### src/rtl/memaccess_unit_pkg.sv
// memaccess_unit_pkg: shared op and state encodings for the memory-access stage
package memaccess_unit_pkg;

  typedef enum logic [1:0] {
    LOAD      = 2'b00,
    STORE     = 2'b01,
    LOAD_IND  = 2'b10,
    STORE_IND = 2'b11
  } memacc_op_e;

  typedef enum logic [2:0] {
    IDLE = 3'd0,
    RD   = 3'd1,
    PTR  = 3'd2,
    WR   = 3'd3,
    FIN  = 3'd4
  } memacc_state_e;

endpackage

### src/rtl/memaccess_unit.sv
// memaccess_unit: sequences one load/store (direct or pointer-indirect) onto the data-memory bus
module memaccess_unit
  import memaccess_unit_pkg::*;
#(
  parameter int ADDR_W  = 16,
  parameter int DATA_W  = 16,
  parameter int MEM_LAT = 1,
  parameter int IND_EN  = 1
) (
  input  logic              clock,
  input  logic              reset,
  input  logic              req_valid,
  output logic              req_ready,
  input  logic [1:0]        req_op,
  input  logic [ADDR_W-1:0] req_addr,
  input  logic [DATA_W-1:0] req_wdata,
  output logic [ADDR_W-1:0] DMem_addr,
  output logic [DATA_W-1:0] DMem_din,
  output logic              DMem_rd,
  output logic              DMem_we,
  input  logic [DATA_W-1:0] DMem_dout,
  output logic [DATA_W-1:0] memout,
  output logic              done,
  output logic              err
);

  localparam int CW = $clog2(MEM_LAT + 1);
  localparam logic [CW-1:0] CNT_INIT = CW'(MEM_LAT - 1);

  memacc_state_e     state_q, state_d;
  memacc_op_e        op_q, op_d;
  logic [ADDR_W-1:0] addr_q, addr_d;
  logic [DATA_W-1:0] wdata_q, wdata_d;
  logic [DATA_W-1:0] memout_q, memout_d;
  logic [CW-1:0]     cnt_q, cnt_d;
  logic              err_q, err_d;
  logic              accept, reject;

  assign req_ready = reset && (state_q == IDLE);
  assign accept    = req_valid && req_ready;
  assign reject    = req_op[1] && (IND_EN == 0);

  assign DMem_addr = addr_q;
  assign DMem_din  = (state_q == WR) ? wdata_q : '0;
  assign DMem_rd   = (state_q == RD) || (state_q == PTR);
  assign DMem_we   = (state_q == WR);
  assign memout    = memout_q;
  assign done      = (state_q == FIN);
  assign err       = done && err_q;

  // next-state: accept a request, count read latency, chase the pointer, then finish
  always_comb begin
    state_d  = state_q;
    op_d     = op_q;
    addr_d   = addr_q;
    wdata_d  = wdata_q;
    memout_d = memout_q;
    cnt_d    = cnt_q;
    err_d    = err_q;
    case (state_q)
      IDLE: if (accept) begin
        op_d    = memacc_op_e'(req_op);
        wdata_d = req_wdata;
        cnt_d   = CNT_INIT;
        err_d   = reject;
        addr_d  = reject ? addr_q : req_addr;
        state_d = reject ? FIN : (req_op[1] ? PTR : (req_op[0] ? WR : RD));
      end
      RD: begin
        memout_d = (cnt_q == '0) ? DMem_dout : memout_q;
        state_d  = (cnt_q == '0) ? FIN : RD;
        cnt_d    = (cnt_q == '0) ? cnt_q : cnt_q - 1'b1;
      end
      PTR: begin
        addr_d  = (cnt_q == '0) ? ADDR_W'(DMem_dout) : addr_q;
        state_d = (cnt_q != '0) ? PTR : ((op_q == LOAD_IND) ? RD : WR);
        cnt_d   = (cnt_q == '0) ? CNT_INIT : cnt_q - 1'b1;
      end
      WR:  state_d = FIN;
      FIN: begin
        state_d = IDLE;
        err_d   = 1'b0;
      end
      default: state_d = IDLE;
    endcase
  end

  // state registers; an active-low reset aborts any op in flight
  always_ff @(posedge clock) begin
    if (!reset) begin
      state_q  <= IDLE;
      op_q     <= LOAD;
      addr_q   <= '0;
      wdata_q  <= '0;
      memout_q <= '0;
      cnt_q    <= '0;
      err_q    <= 1'b0;
    end else begin
      state_q  <= state_d;
      op_q     <= op_d;
      addr_q   <= addr_d;
      wdata_q  <= wdata_d;
      memout_q <= memout_d;
      cnt_q    <= cnt_d;
      err_q    <= err_d;
    end
  end

endmodule

### config.mk
export PLATFORM = sky130hd
export DESIGN_NAME = memaccess_unit
export DESIGN_NICKNAME = d
export VERILOG_FILES = /design/src/rtl/memaccess_unit_pkg.sv /design/src/rtl/memaccess_unit.sv
export SDC_FILE = /design/constraint.sdc
export NUM_CORES = 1
export LEC_CHECK = 0
export ABC_AREA = 1
export ABC_CLOCK_PERIOD_IN_PS = 2200
export CORE_ASPECT_RATIO = 1.4
export CORE_UTILIZATION = 40
export CTS_BUF_LIST = sky130_fd_sc_hd__clkbuf_2 sky130_fd_sc_hd__clkbuf_4 sky130_fd_sc_hd__clkbuf_8
export CTS_CLUSTER_DIAMETER = 30
export DETAILED_ROUTE_END_ITERATION = 8
export MAX_ROUTING_LAYER = met4
export PLACE_DENSITY = 0.83
export SYNTH_ARGS = -nofsm -noshare
export SYNTH_HDL_FRONTEND = slang
export SYNTH_SLANG_ARGS = --single-unit
### constraint.sdc
create_clock -name clock -period 2.2 [get_ports clock]
set_input_delay 0.66 -clock clock [delete_from_list [all_inputs] [get_ports clock]]
set_output_delay 0.66 -clock clock [all_outputs]
set_load 0.005 [all_outputs]
# --- Word level (Yosys, flattened, before mapping) ---
# Cells that the tools add are included.
totals:
  regBits: 55
  output_inout_bits: 53
  word_cells: 45
op_classes:
  add_sub_neg: 1
  eq_ne: 7
  mux: 15
  bitwise_logic: 1
  n_reduce_logical: 14
ops:
  columns: ["cell", "n"]
  rows:
  - ["2-to-1 mux 16 bit", 3]
  - ["one-hot mux 16 bit (2 select lines)", 1]
  - ["one-hot mux 3 bit (4 select lines)", 1]
  - ["2-to-1 mux 2 bit", 4]
  - ["AND reduction 2 bit", 4]
  - ["== test 3 x 2 -> 1 bit (second input constant)", 2]
  - ["2-to-1 mux 3 bit", 2]
  - ["nonzero test 2 bit", 3]
  - ["inequality test 2 bit (second input constant)", 2]
  - ["one-hot mux 1 bit (2 select lines)", 2]
  - ["== test 3 x 1 -> 1 bit (second input constant)", 1]
  - ["== test 3 bit (second input constant)", 1]
  - ["logical AND 1 bit", 3]
  - ["logical NOT 3 bit", 1]
  - ["AND reduction 3 bit", 1]
  - ["== test 2 bit (second input constant)", 1]
  - ["2-to-1 mux 1 bit", 2]
  - ["OR reduction 2 bit", 1]
  - ["logical OR 1 bit", 1]
  - ["NOT 1 bit", 1]
  - ["subtractor 1 bit (second input constant)", 1]

# --- Depth between registers and ports, before layout ---
# Gate-level depths: netlist of the first run.
depth:
  ltp_word: 5
  depth_mapped: 7

# --- Least setup slack after synthesis of the first run ---
# OpenSTA, ideal clock, no wires.
synth_path:
  kind: "flip-flop to output port"
  startpoint: "register state_q[1]"
  endpoint: "output port DMem_din[10]"
  t_arrival_ps: 1089
  slack_ps: 451
  stages_incl_launch_ff: 7
  path_buffers: 2
  cell_sequence: "dfxtp_1 buf_4 inv_1 nor3_2 inv_2 clkbuf_1 nor2_1"
synth_via:
  elab_chain_len: 2
synth_lines:
  columns: ["element", "line_no", "text"]
  rows:
  - ["start: declaration", "memaccess_unit.sv:30", "memacc_state_e state_q, state_d;"]
  - ["start signal: assignment", "memaccess_unit.sv:99", "state_q <= state_d;"]
  - ["== test 3 x 2 -> 1 bit", null, null]
  - ["named net DMem_we", "memaccess_unit.sv:20", "output logic DMem_we,"]
  - ["2-to-1 mux 16 bit", "memaccess_unit.sv:44", "assign DMem_din = (state_q == WR) ? wdata_q : '0;"]
  - ["end: declaration", "memaccess_unit.sv:18", "output logic [DATA_W-1:0] DMem_din,"]
# The timed path passes the listed nets, and every way through them passes these cells.

# --- Worst setup path in the final report of the first run ---
layout_path:
  startpoint: "register state_q[0]"
  endpoint: "output port DMem_din[4]"
layout_via:
  elab_chain_len: 2
layout_lines:
  columns: ["element", "line_no"]
  rows:
  - ["== test 3 x 2 -> 1 bit", "memaccess_unit.sv:44"]
  - ["2-to-1 mux 16 bit", "memaccess_unit.sv:44"]
# Every way passes these cells.

==> results.toml, run 1 <==
[worst_setup_path]
cp.arrival_ps = 1580
start_kind = "flop"
critPathMaxFanout = 3
worstPathRequired_ps = 1540
worst-setup-path-type = "reg -> out"
worst_setup_path_end_kind = "primary output"
reg2reg_from = "state_q[1]$_SDFFE_PN0P_"
crit_start = "state_q[0]$_SDFFE_PN0P_"

[clock_tree]
cts_buffers = 5
holdBufCountCts = 0
clkSinkCount = 53
cts_tree = "done"
clock_latency_ps = 300
cts_max_path_buffers = 2
h-tree-depth = 2
cts_root_buf = "clkbuf_8"
cts.reportedPaths.clkPinSlew_ps = 90

[yosys]
synth_cells = 316
synth.avg_cell_area_um2 = 7.325
synth_warnings = 0
seq_area_frac_synth = 0.4584
synth_cell_types = 21
ys_ff_latch = 53
synthesis.nets = 369
syn_area_mm2 = 0.002315

[power]
power_density_mw_per_mm2 = 683.2
irDropWorstVdd_mv = 0.4381
p_leak_nw = 1.480

[sta]
fin_crit_ps = 2243
rsz0062_at_grt = "yes"
setup_viol = 5
worst_clock_skew_ps = 2.508
final-hold-violation-count = 0
post-route-period-util = 1.020
fmax_mhz = 445.8
layout_setup_ws_ps = -43.33
drv_slew = 0

[status]
status = "finished with violations"
violations = "setup timing"

[placement]
gp_routability_congestion = 0.7881
placed_cell_area_mm2 = 0.003438
io_buffers = 104
dp.cells = 480
dp_hpwl_um = 4886

[final_layout]
area_delta_synth_final_pct = 57.68
nets = 484
fin_area_mm2 = 0.003650
final_cells = 499
drive_above_1_share = 0.1601
n_antenna_cell = 0

[detailed_routing]
via_per_inst = 5.002
wirelength_um = 6927
first_iter_violations = 106
routedWlPerCell_um = 13.88
drcViolationCount = 0
vias = 2496
postRouteAntennaNets = 0
firstDrtPassIters = 4

[floorplan]
num_rows = 32
core-area_mm2 = 0.005525
io_pins = 106
die_w_um = 66.29
initial_utilization = 0.4189
die_h_um = 92.01
die_area_mm2 = 0.006099

[global_routing]
track_usage = 0.2343
grt_first_pass_wirelength_um = 10680
grt.overflow.total = 0
grt_max_degree = 36
antenna_found_initial = 0
grt_pass1_vias = 2352

[run]
maxCapViolCount = 0

[min_path]
holdCritStartpoint = "memout[4]$_SDFFE_PN0P_"
hold_path_class = "reg -> reg"
layout by cell type (no fill, tap or decap):
| cell type | synthesis | routed |
|---|---|---|
| buf_12 | 0 | 1 |
| inv_1 | 37 | 36 |
| a21oi_1 | 52 | 52 |
| o21ai_1 | 2 | 2 |
| buf_4 | 3 | 16 |
| clkdlybuf4s15_2 | 0 | 1 |
| dlygate4sd2_1 | 0 | 5 |
| dfxtp_2 | 0 | 2 |
| buf_2 | 9 | 10 |
| clkdlybuf4s15_1 | 0 | 2 |
| buf_6 | 2 | 8 |
| o21ai_0 | 33 | 33 |
| inv_2 | 4 | 3 |
| clkdlybuf4s50_1 | 0 | 83 |
| clkbuf_2 | 0 | 1 |
| nand2_4 | 1 | 1 |
| dlymetal6s2s_1 | 0 | 1 |
| nand3_4 | 2 | 2 |
| nand3_1 | 17 | 17 |
| clkbuf_8 | 0 | 6 |
| nand4_1 | 16 | 16 |
| o21bai_1 | 1 | 1 |
| clkinvlp_4 | 0 | 1 |
| inv_4 | 0 | 2 |
| nor3_4 | 0 | 1 |
| clkbuf_4 | 0 | 1 |
| nor2_2 | 0 | 7 |
| nand3_2 | 1 | 1 |
| buf_8 | 0 | 1 |
| dfxtp_1 | 53 | 51 |
| nand2_1 | 51 | 51 |
| nor2_4 | 1 | 4 |
| conb_1 | 1 | 1 |
| nor2_1 | 21 | 11 |
Yosys cell counts (all sizes together):
master,n,area share
nand2,52,0.088
o21ai,35,0.076
buf,14,0.039
nand4,16,0.043
nor3,1,0.0043
clkbuf,8,0.013
inv,41,0.066
o21bai,1,0.0032
nand3,20,0.056
dfxtp,53,0.46
conb,1,0.0016
a21oi,52,0.11
nor2,22,0.039
through the flow:
step / util / worst slack, ps / hold WS, ps / TNS, ps / power, mW
final: 0.6606 / -43.33 / 447.3 / -178.7 / 2.494
after global placement: 0.6223 / -433.2 / 432.1 / -433.2 / 1.884
after floorplan: - / 450.9 / 430.0 / 0 / 1.534
after CTS: 0.6540 / -71.54 / 453.3 / -325.1 / 2.491
after global routing: 0.6606 / -124.7 / 468.3 / -711.7 / 2.641
after detailed placement: 0.6223 / -441.2 / 440.1 / -441.2 / 1.905
sequential cells by signal (all words and copies together), names as in the netlist:
register   cells
wdata_q       16
memout        16
state_q        3
DMem_addr     16
op_q           2
layer usage:
metal	global-route usage	vias to the layer above	routed length, um
li1	-	1258	-
met1	0.2313	1130	2640
met2	0.4405	96	3687
met3	0.04975	12	475
met4	0.07447	0	124
met5	-	-	0
worst max-delay path, stage by stage, from the launching register on:
cell and delay, ps:
dfxtp_2 340, inv_2 50, nor3_4 270, clkinvlp_4 180
buf_6 140, buf_6 110, nor2_1 70, buf_2 110
final cells by class:
class / instances / area, um^2
well taps: 68 / 85.08
repair buffers: 129 / 1219
inverters: 41 / 158.9
multi-input cells: 200 / 1026
clock buffers: 7 / 90.09
repair inverters: 1 / 7.507
flip-flops and latches: 53 / 1064
fillers: 492 / 1876
repair_timing:
action	CTS	global route
cloned	1	0
buffers inserted	11	1
setup endpoints to repair	18	17
pin swaps	8	7
resized for setup	57	33
final timing paths:
path                                                   end  slack, ps  cells past startpoint
worst max-delay path                           DMem_din[4]        -40                      7
worst max register to register  DMem_addr[11]$_SDFFE_PN0P_        700                      7
worst min-delay path                memout[4]$_SDFFE_PN0P_        450                      2
worst min register to register      memout[4]$_SDFFE_PN0P_        450                      2
kinds of logic after synthesis:
| group | after synthesis | synth area share |
|---|---|---|
| AND/OR/NAND/NOR | 111 | 0.2303 |
| AO/OA/AOI/OAI | 88 | 0.1914 |
| buffers and inverters | 63 | 0.1184 |
| flip-flops | 53 | 0.4584 |
| other | 1 | 0.001620 |
power by group:
| part | internal (mW) | switching, mW |
|---|---|---|
| combinational | 0.408 | 0.388 |
| sequential | 1.08 | 0.0569 |
| clock | 0.263 | 0.299 |
No activity file was read; power rests on OpenSTA's default activity.
==> run 2: changes to the inputs <==
GPL_TIMING_DRIVEN = 0   (was unset)
==> results.toml, run 2 (synthesized netlist as in run 1, its figures left out) <==
[placement]
gp_routability_congestion = 0.8099
io_buffers = 104
dp_hpwl_um = 5091
dp_slack_ps = -750.5

[worst_setup_path]
worst_setup_path_end_kind = "primary output"
start_kind = "flop"
critPathBufInv = 2
cp_slowest_cell = "clkdlybuf4s50_1"
critical_path.cell_chain = "inv_8, nand3_4, nand2_2, clkdlybuf4s50_1"
crit_family = "buffers and inverters"
worst-r2r-cell-count = 8
worst-setup-path-type = "reg -> out"
cpPeakStageDelay_ps = 490
worstPathRequired_ps = 1540
crit_cells = 4
cp.arrival_ps = 1540
critPathMaxFanout = 10

[min_path]
holdPathStages = 2
hold_path_class = "reg -> reg"

[sta]
final-hold-violation-count = 0
worst_clock_skew_ps = 4.587
rsz0062_at_grt = "yes"
layout_setup_ws_ps = 0.5813
fmax_mhz = 454.7
fin_crit_ps = 2199
drv_slew = 0
setup_viol = 0
whs_ps = 453.9
post-route-period-util = 0.9997

[final_layout]
final_cell_mix = "clkdlybuf4s50_1, a21oi_1, dfxtp_1, nand2_1, inv_1"
area_delta_synth_final_pct = 57.03
final_common_cell = "clkdlybuf4s50_1"
nets = 495
n_antenna_cell = 0
nFillCells = 516
drive_above_1_share = 0.1716
utilization = 0.6578

[run]
maxCapViolCount = 0

[floorplan]
die_h_um = 92.01
io_pins = 106
die_w_um = 66.29
num_rows = 32
initial_utilization = 0.4189
core-area_mm2 = 0.005525
die_area_mm2 = 0.006099

[detailed_routing]
firstDrtPassIters = 4
vias = 2577
first_iter_violations = 91
routedWlPerCell_um = 13.90
postRouteAntennaNets = 0
wirelength_um = 7102
via_per_inst = 5.043
drcViolationCount = 0

[power]
power.internal_mw = 1.805
p_switching_uw = 777.7
irDropWorstVdd_mv = 0.4283
power.total_mw = 2.583
swShare = 0.3011
power_density_mw_per_mm2 = 710.6
p_leak_nw = 1.460
clkPwrFrac = 0.231
power_frac_comb = 0.328
pwr-share-seq = 0.441

[global_routing]
antenna_found_initial = 0
grt_max_degree = 19
grt.overflow.total = 0
grt_pass1_vias = 2438
track_usage = 0.2420
grt_first_pass_wirelength_um = 11030

[clock_tree]
cts_max_path_buffers = 2
clock_latency_ps = 300
cts.reportedPaths.clkPinSlew_ps = 90
holdBufCountCts = 0
h-tree-depth = 2
cts_tree = "done"
clkSinkCount = 53
cts_root_buf = "clkbuf_8"
cts_buffers = 5

[status]
status = "finished, final reports clean"
-- run 2: stage by stage --
stage | std cells | setup TNS [ps] | area, um^2
after floorplan | 316 | 0 | 2315
after global placement | 488 | -3515 | 3441
after detailed placement | 488 | -4162 | 3441
after CTS | 500 | -159.3 | 3613
after global routing | 511 | -47.38 | 3635
final | 511 | 0 | 3635
-- run 2: routing by layer --
layer,track usage,wire length (um),part of all wire
met1,0.2519,2810,0.40
met2,0.4320,3603,0.51
met3,0.05100,528,0.074
met4,0.09574,160,0.023
met5,-,0,0
-- run 2: cell type report --
type | instances | area, um^2 | share of cell area
buffer | 20 | 123.9 | 0.03408
clock buffer | 7 | 96.34 | 0.02651
clock inverter | 1 | 5.005 | 0.001377
inverter | 41 | 168.9 | 0.04647
multi-input combinational | 200 | 1013 | 0.2788
sequential | 53 | 1070 | 0.2943
tap | 68 | 85.08 | 0.02341
timing repair buffer | 121 | 1072 | 0.2950
-- run 2: worst paths after layout --
| kind | end | slack (ps) | from |
|---|---|---|---|
| setup / recovery | DMem_rd | 0.6 | state_q[2]$_SDFFE_PN0P_ |
| hold reg to reg | memout[10]$_SDFFE_PN0P_ | 450 | memout[10]$_SDFFE_PN0P_ |
| setup reg to reg | wdata_q[4]$_SDFFE_PN0P_ | 570 | state_q[1]$_SDFFE_PN0P_ |
| hold / removal | memout[10]$_SDFFE_PN0P_ | 450 | memout[10]$_SDFFE_PN0P_ |
-- run 2: repair_timing --
item / in CTS / in global routing
setup endpoints to repair: 20 / 19
pin swaps: 1 / 3
resized for setup: 57 / 31
buffers inserted: 6 / 12
-- run 2: power groups by stage --
stage	Sequential (mW)	Clock, mW	Combinational, mW
final	1.14	0.597	0.847
after global placement	1.15	0	0.739
after CTS	1.14	0.609	0.790
after detailed placement	1.16	0	0.755
after floorplan	1.16	0	0.379
after global routing	1.15	0.650	0.929
-- run 2: tightest hold or removal path, stage by stage, from the launching register on --
cell and delay [ps]:
dfxtp_1 320, inv_1 50, a21oi_1 50
